`config.mk`:
```
export PLATFORM = sky130hd
export DESIGN_NAME = product_accumulator
export DESIGN_NICKNAME = d
export VERILOG_FILES = /design/src/rtl/product_accumulator.sv
export SDC_FILE = /design/constraint.sdc
export NUM_CORES = 1
export LEC_CHECK = 0
export CAP_MARGIN = 0
export CORE_MARGIN = 2
export CORE_UTILIZATION = 45
export DETAILED_ROUTE_END_ITERATION = 10
export PLACE_DENSITY = 0.74
export SLEW_MARGIN = 20
export SYNTH_ARGS = -nofsm -noshare
export SYNTH_HDL_FRONTEND = slang
export SYNTH_SLANG_ARGS = --single-unit
export TNS_END_PERCENT = 5
```
`constraint.sdc`:
```
create_clock -name clk -period 4.12 [get_ports clk]
set_input_delay 0.824 -clock clk [delete_from_list [all_inputs] [get_ports clk]]
set_output_delay 0.824 -clock clk [all_outputs]
set_load 0.005 [all_outputs]
```
`src/rtl/product_accumulator.sv`:
```
// ---------------------------------------------------------------------------
// product_accumulator
//   Back end of the multiplier datapath: sums N_TERMS unsigned products into a
//   saturating ACC_W-bit accumulator and hands the sum (plus a sticky overflow
//   flag) to a consumer over a valid/ready handshake.
//
// Ports
//   clk        in   1        rising-edge clock
//   rst        in   1        synchronous active-high reset (highest priority)
//   prod_in    in   P+K      unsigned product
//   prod_valid in   1        prod_in is valid
//   prod_ready out  1        a product can be accepted this cycle
//   clear      in   1        synchronous abort of the partial sum / pending result
//   acc_out    out  ACC_W    accumulated sum (qualified by acc_valid)
//   ovf        out  1        sticky saturation flag (qualified by acc_valid)
//   acc_valid  out  1        result available
//   acc_ready  in   1        consumer takes the result
//   term_cnt   out  CNT_W    products accepted into the current sum
// ---------------------------------------------------------------------------
module product_accumulator #(
  parameter int P       = 8,
  parameter int K       = 8,
  parameter int N_TERMS = 4,
  parameter int ACC_W   = 18,
  parameter int CNT_W   = 3
) (
  input  logic               clk,
  input  logic               rst,
  input  logic [P+K-1:0]     prod_in,
  input  logic               prod_valid,
  output logic               prod_ready,
  input  logic               clear,
  output logic [ACC_W-1:0]   acc_out,
  output logic               ovf,
  output logic               acc_valid,
  input  logic               acc_ready,
  output logic [CNT_W-1:0]   term_cnt
);

  typedef enum logic [1:0] {
    IDLE  = 2'd0,
    ACCUM = 2'd1,
    DONE  = 2'd2
  } state_t;

  // Saturating add. Bit ACC_W of the result is the overflow indication;
  // the low ACC_W bits are the (possibly saturated) sum.
  function automatic logic [ACC_W:0] sat_add(input logic [ACC_W-1:0] acc,
                                             input logic [P+K-1:0]   prod);
    logic [ACC_W:0] sum;
    sum = {1'b0, acc} + (ACC_W+1)'(prod);
    if (sum[ACC_W]) begin
      sat_add = {1'b1, {ACC_W{1'b1}}};
    end else begin
      sat_add = sum;
    end
  endfunction

  state_t            state_r;
  logic [ACC_W-1:0]  acc_r;
  logic              ovf_r;
  logic [CNT_W-1:0]  cnt_r;
  logic              prod_ready_r;
  logic              acc_valid_r;

  logic              accept_s;
  logic              last_s;
  logic [ACC_W:0]    sum_s;

  // Handshake qualification and next-sum datapath.
  always_comb begin
    accept_s = 1'b0;
    last_s   = 1'b0;
    sum_s    = {(ACC_W+1){1'b0}};
    accept_s = prod_valid & prod_ready_r & ~clear;
    // The incoming product is the final term when N_TERMS-1 are already in.
    last_s   = (cnt_r == CNT_W'(N_TERMS - 1));
    sum_s    = sat_add(acc_r, prod_in);
  end

  // Control FSM with registered datapath and handshake outputs.
  always_ff @(posedge clk) begin
    if (rst) begin
      state_r      <= IDLE;
      acc_r        <= {ACC_W{1'b0}};
      ovf_r        <= 1'b0;
      cnt_r        <= {CNT_W{1'b0}};
      prod_ready_r <= 1'b1;
      acc_valid_r  <= 1'b0;
    end else if (clear) begin
      // Abort wins over any handshake in the same cycle, including a result handoff.
      state_r      <= IDLE;
      acc_r        <= {ACC_W{1'b0}};
      ovf_r        <= 1'b0;
      cnt_r        <= {CNT_W{1'b0}};
      prod_ready_r <= 1'b1;
      acc_valid_r  <= 1'b0;
    end else begin
      case (state_r)
        IDLE, ACCUM: begin
          if (accept_s) begin
            acc_r <= sum_s[ACC_W-1:0];
            ovf_r <= ovf_r | sum_s[ACC_W];
            cnt_r <= cnt_r + {{(CNT_W-1){1'b0}}, 1'b1};
            if (last_s) begin
              state_r      <= DONE;
              prod_ready_r <= 1'b0;
              acc_valid_r  <= 1'b1;
            end else begin
              state_r      <= ACCUM;
              prod_ready_r <= 1'b1;
              acc_valid_r  <= 1'b0;
            end
          end else begin
            state_r <= state_r;
          end
        end
        DONE: begin
          if (acc_ready) begin
            state_r      <= IDLE;
            acc_r        <= {ACC_W{1'b0}};
            ovf_r        <= 1'b0;
            cnt_r        <= {CNT_W{1'b0}};
            prod_ready_r <= 1'b1;
            acc_valid_r  <= 1'b0;
          end else begin
            state_r <= DONE;
          end
        end
        default: begin
          state_r      <= IDLE;
          acc_r        <= {ACC_W{1'b0}};
          ovf_r        <= 1'b0;
          cnt_r        <= {CNT_W{1'b0}};
          prod_ready_r <= 1'b1;
          acc_valid_r  <= 1'b0;
        end
      endcase
    end
  end

  assign prod_ready = prod_ready_r;
  assign acc_valid  = acc_valid_r;
  assign acc_out    = acc_r;
  assign ovf        = ovf_r;
  assign term_cnt   = cnt_r;

endmodule

```
==> run summary, run 1 <==
final setup margin - 0.855 ns
antenna violation net count after detailed routing - 0
diodes inserted - 0
Pwr per Cell Area - 264 nW/µm²
status - finished, final reports clean
Buffers on Ports - 44
nets - 312
Internal Power - 0.461 mW
post-CTS setup buffers - 0
antenna violations before repair - 0
drt pass-1 iters - 4
Yosys warning count - 0
relative slew slack - 41.6%
Reg power frac - 41.9%
Net Sw Frac - 26.9%
Mapped Area - 1840 µm²
synth-to-layout area growth - 30.1%
FP Rows - 23
Hold/Removal Path Class - reg2reg
fmax - 0.306 GHz
Final setup violation count - 0
cell count after synthesis - 230
Post-CTS Hold Fix Bufs - 0
Hold WS - 0.471 ns
htree depth - 1
P_leak - 0.977 nW
Period Utilization, post-route - 79.2%
max-slew violations - 0
vias in the first global route - 1661
full die area - 4610 µm²
DP Area - 2310 µm²
post_cts resized - 0
Avg Cell Area, Syn - 7.98 µm²
post-placement cell count - 317
Crit Path Category - in2reg
largest net degree at the start of global routing - 23
syn nets - 270
final hold vios - 0
Clock Path Buffers - 2
Comb power frac - 23.2%
CTS tree - built
WL final - 4440 µm
Period minus WS final - 3.26 ns
WP data arrival - 3.43 ns
overall routing resource usage - 20.6%
GP Congestion - 0.857
drt drc - 0
ys flop type - dfxtp_1
Final Core Density - 60.1%
# IOs - 45
total power - 0.630 mW
unrepaired setup endpoints after global routing - no
cell area after layout - 2390 µm²
Placement Setup Slack - 0.560 ns
DR vias/cell - 5.66
FFs w/ async S/R, synth - 0%
CP Max Fanout - 4
Synth Register Bits - 26
sequential-to-total area share from yosys stat - 28.4%
share of cells above drive strength 1 - 5.17%
die height - 67.9 µm
Setup Skew - 0.00417 ns
Final HPWL DP - 3290 µm
MaxCap Viol Count - 0
CTS sink count - 26
Die X - 67.9 µm
DRT iter0 DRCs - 194
Core ar. - 3970 µm²
GRT overflow - 0
Required @ worst endpoint - 4.28 ns
CP Capture Type - register
nature of the critical path startpoint - input port
Post-Layout Cell Count - 321
Routed wire per std cell - 13.8 µm
root buffer cell - clkbuf_8
Post-synth EDFFs - 0
Reg clk slew, reported paths - 0.10 ns
first-pass GRT wire length - 7350 µm
setup TNS - 0 ns
VDD IR max - 0.130 mV
via count - 1818
CTS buffer count - 3
clock power share - 34.9%
worst skew pair latency - 0.28 ns
post-synthesis cell type count - 47
initial core utilization - 46.2%
Sw Pwr - 0.169 mW
worst slew pin tran - 0.869 ns
==> registers in the layout, indices dropped and copies added (netlist names) <==
register / count
state_r: 2
acc_out: 18
ovf: 1
prod_ready: 1
term_cnt: 3
acc_valid: 1
==> layout by cell type, fill, tap and decap left out, types with 7 or more instances in the layout <==
master / n
ha_1: 18
nand3_1: 13
nand2b_1: 7
nor2_1: 13
a211oi_1: 8
nand2_1: 27
clkdlybuf4s50_1: 44
o21ai_0: 14
dfxtp_1: 26
a21oi_1: 27
==> per-layer routing <==
metal	global-route usage, %	share of wire (%)
met3	1.97	4.8
met1	29.9	50
met4	5.25	0.86
met5	0	0
met2	32.8	45
==> cells in the mapped netlist (2+ instances only) <==
cell type  number  area (µm²)
o21ai_1         2        10.0
inv_1           3        11.3
nor2b_1         3        18.8
or3_1           2        12.5
o21ai_0        14        70.1
or4_1           2        15.0
xnor2_1         4        35.0
and3_1          3        18.8
clkbuf_1        8        30.0
nand2_1        27         101
a21o_1          4        30.0
xor2_1          6        52.6
a211oi_1        8        60.1
a21oi_1        27         135
nand3_1        13        65.1
a31oi_1         5        31.3
ha_1           18         225
nor3_1          5        25.0
nand2b_1        7        43.8
dfxtp_1        26         521
nor2_1         13        48.8
o21a_1          3        22.5
a41oi_1         2        17.5
a2111oi_0       2        17.5
==> power by group through the flow <==
stage	registers [mW]	clock network, mW	logic [mW]
3_3_place_gp	0.270	0	0.144
4_1_cts	0.264	0.225	0.146
3_5_place_dp	0.270	0	0.144
2_1_floorplan	0.270	0	0.0901
5_1_grt	0.266	0.233	0.161
6_report	0.264	0.220	0.146
==> kinds of logic after synthesis <==
| logic type | Yosys count | synth area share [%] |
|---|---|---|
| adder cells (fa/ha/maj) | 19 | 13.4 |
| flip-flops | 26 | 28.4 |
| AO/OA/AOI/OAI | 80 | 28.5 |
| AND/OR/NAND/NOR | 83 | 22.2 |
| buffers and inverters | 12 | 2.86 |
| XOR/XNOR | 10 | 4.77 |
==> final timing paths <==
kind | slack [ns] | depth (start not counted) | startpoint | endpoint
max | 0.86 | 10 | prod_in[0] | acc_out[16]$_SDFFE_PP0P_
max reg2reg | 1.50 | 9 | acc_out[0]$_SDFFE_PP0P_ | acc_out[16]$_SDFFE_PP0P_
min | 0.47 | 2 | acc_out[11]$_SDFFE_PP0P_ | acc_out[11]$_SDFFE_PP0P_
min reg2reg | 0.47 | 2 | acc_out[11]$_SDFFE_PP0P_ | acc_out[11]$_SDFFE_PP0P_
==> area by class of cell <==
type                       count  area (µm²)
fill                         380        1580
multi-input combinational    192        1270
sequential                    26         520
timing repair buffer          46         455
tap                           50        62.6
clock buffer                   3        41.3
clock inverter                 1        30.0
inverter                       3        11.3
==> worst max-delay path, cell delays in order <==
cell and delay (ns):
clkdlybuf4s50_1 0.42, ha_1 0.23, fa_1 0.40, a21o_1 0.22
a221oi_2 0.34, and3_1 0.24, nor2_1 0.09, o21a_1 0.18
a2111oi_0 0.38, nor3_1 0.10
Note: power is estimated with default switching activity, not from simulation.
==> run 2, diff against run 1 <==
==> constraint.sdc (replaced) <==
create_clock -name clk -period 3.3 [get_ports clk]
set_input_delay 0.66 -clock clk [delete_from_list [all_inputs] [get_ports clk]]
set_output_delay 0.66 -clock clk [all_outputs]
set_load 0.005 [all_outputs]
==> run 2 against run 1 <==
Setup slack worse by 0.66 ns. Via count increased by 2.4%. Sequential power is 25% higher. Cell count rose by 2.2%. Clock skew rose by 0.0040 ns. Clock-buffer cell count is the same. Sequential share of layout area shrank 0.44 points. Wire length is 2.4% higher. Hold slack got worse by 0.0036 ns. Critical path depth unchanged. Die area unchanged. Flip-flop and latch count is the same. Critical path type unchanged.
==> run summary, run 2 (same netlist as run 1, synthesis figures left out) <==
nature of the critical path startpoint - input port
P_leak - 1.01 nW
via count - 1862
CTS sink count - 26
Period Utilization, post-route - 94.0%
total power - 0.789 mW
Buffers on Ports - 44
# IOs - 45
Hold WS - 0.467 ns
Final HPWL DP - 3430 µm
first-pass GRT wire length - 7200 µm
nets - 319
fillcell total - 388
Reg clk slew, reported paths - 0.10 ns
GP Congestion - 0.858
Period minus WS final - 3.10 ns
WL final - 4550 µm
final setup margin - 0.198 ns
Setup Skew - 0.00820 ns
die height - 67.9 µm
max reg flops - 18
post-CTS setup buffers - 0
CP Max Fanout - 4
FP Rows - 23
post-placement cell count - 324
Placement Setup Slack - -0.100 ns
Hold/Removal Path Class - reg2reg
initial core utilization - 46.2%
synth-to-layout area growth - 32.7%
Die X - 67.9 µm
antenna violation net count after detailed routing - 0
CTS tree - built
DR vias/cell - 5.68
max-slew violations - 0
Clock Path Buffers - 2
CP Capture Type - register
Routed wire per std cell - 13.9 µm
Core ar. - 3970 µm²
Post-Layout Cell Count - 328
MaxCap Viol Count - 0
largest net degree at the start of global routing - 23
GRT overflow - 0
DRT iter0 DRCs - 123
Crit Path Category - in2reg
CTS buffer count - 3
WP data arrival - 3.27 ns
root buffer cell - clkbuf_8
drt drc - 0
share of cells above drive strength 1 - 7.19%
full die area - 4610 µm²
Final setup violation count - 0
overall routing resource usage - 20.4%
fmax - 0.322 GHz
most common cell after layout, fill and taps aside - clkdlybuf4s50_1
worst slew pin tran - 0.544 ns
diodes inserted - 0
commonest cells after routing, fill and taps aside - clkdlybuf4s50_1 (44), nand2_1 (27), a21oi_1 (27), dfxtp_1 (26), ha_1 (18)
status - finished, final reports clean
htree depth - 1
relative slew slack - 63.4%
vias in the first global route - 1642
unrepaired setup endpoints after global routing - no
antenna violations before repair - 0
Required @ worst endpoint - 3.47 ns
final hold vios - 0
VDD IR max - 0.375 mV
worst skew pair latency - 0.28 ns
drt pass-1 iters - 4
Post-CTS Hold Fix Bufs - 0
post_cts resized - 0
Pwr per Cell Area - 324 nW/µm²
-- run 2: worst paths after layout --
path / startpoint / end / slack [ns] / depth (start not counted)
hold / removal: acc_out[15]$_SDFFE_PP0P_ / acc_out[15]$_SDFFE_PP0P_ / 0.47 / 2
setup / recovery: prod_in[0] / acc_out[16]$_SDFFE_PP0P_ / 0.20 / 10
setup reg to reg: acc_out[0]$_SDFFE_PP0P_ / acc_out[16]$_SDFFE_PP0P_ / 0.67 / 9
hold reg to reg: acc_out[15]$_SDFFE_PP0P_ / acc_out[15]$_SDFFE_PP0P_ / 0.47 / 2
-- run 2: power by group --
part | internal [mW] | switching [mW] | total, mW
registers | 0.323 | 0.00770 | 0.330
clock network | 0.163 | 0.110 | 0.273
logic | 0.0935 | 0.0926 | 0.186
total | 0.579 | 0.210 | 0.789
-- run 2: critical path, stage by stage --
cell             delay, ns
clkdlybuf4s50_1       0.41
ha_1                  0.23
fa_1                  0.39
a21o_1                0.21
a221oi_2              0.36
and3_1                0.25
nor2_1                0.08
o21a_1                0.18
a2111oi_0             0.41
nor3_1                0.09
-- run 2: area by class of cell --
class	count	area, µm²	share of cell area [%]
Clock buffer	3	41.3	1.69
Clock inverter	1	30.0	1.23
Inverter	3	11.3	0.462
Multi-Input combinational cell	192	1260	51.8
Sequential cell	26	520	21.4
Tap cell	50	62.6	2.57
Timing Repair Buffer	53	508	20.9
-- run 2: through the flow --
stage	instance area, µm²	utilization [%]	setup TNS [ns]
3_3_place_gp	2360	59.5	-0.0220
4_1_cts	2440	61.3	0
5_1_grt	2440	61.3	0
2_1_floorplan	1840	-	0
6_report	2440	61.3	0
3_5_place_dp	2360	59.5	-0.259
-- run 2: layer usage --
layer  up-vias  GRT usage, %  share of wire, %
met5         -             0                 0
met4         0          3.75              0.51
met3         2          3.95               4.6
met2        42          34.4                46
met1       863          27.3                49
li1        955             -                 -
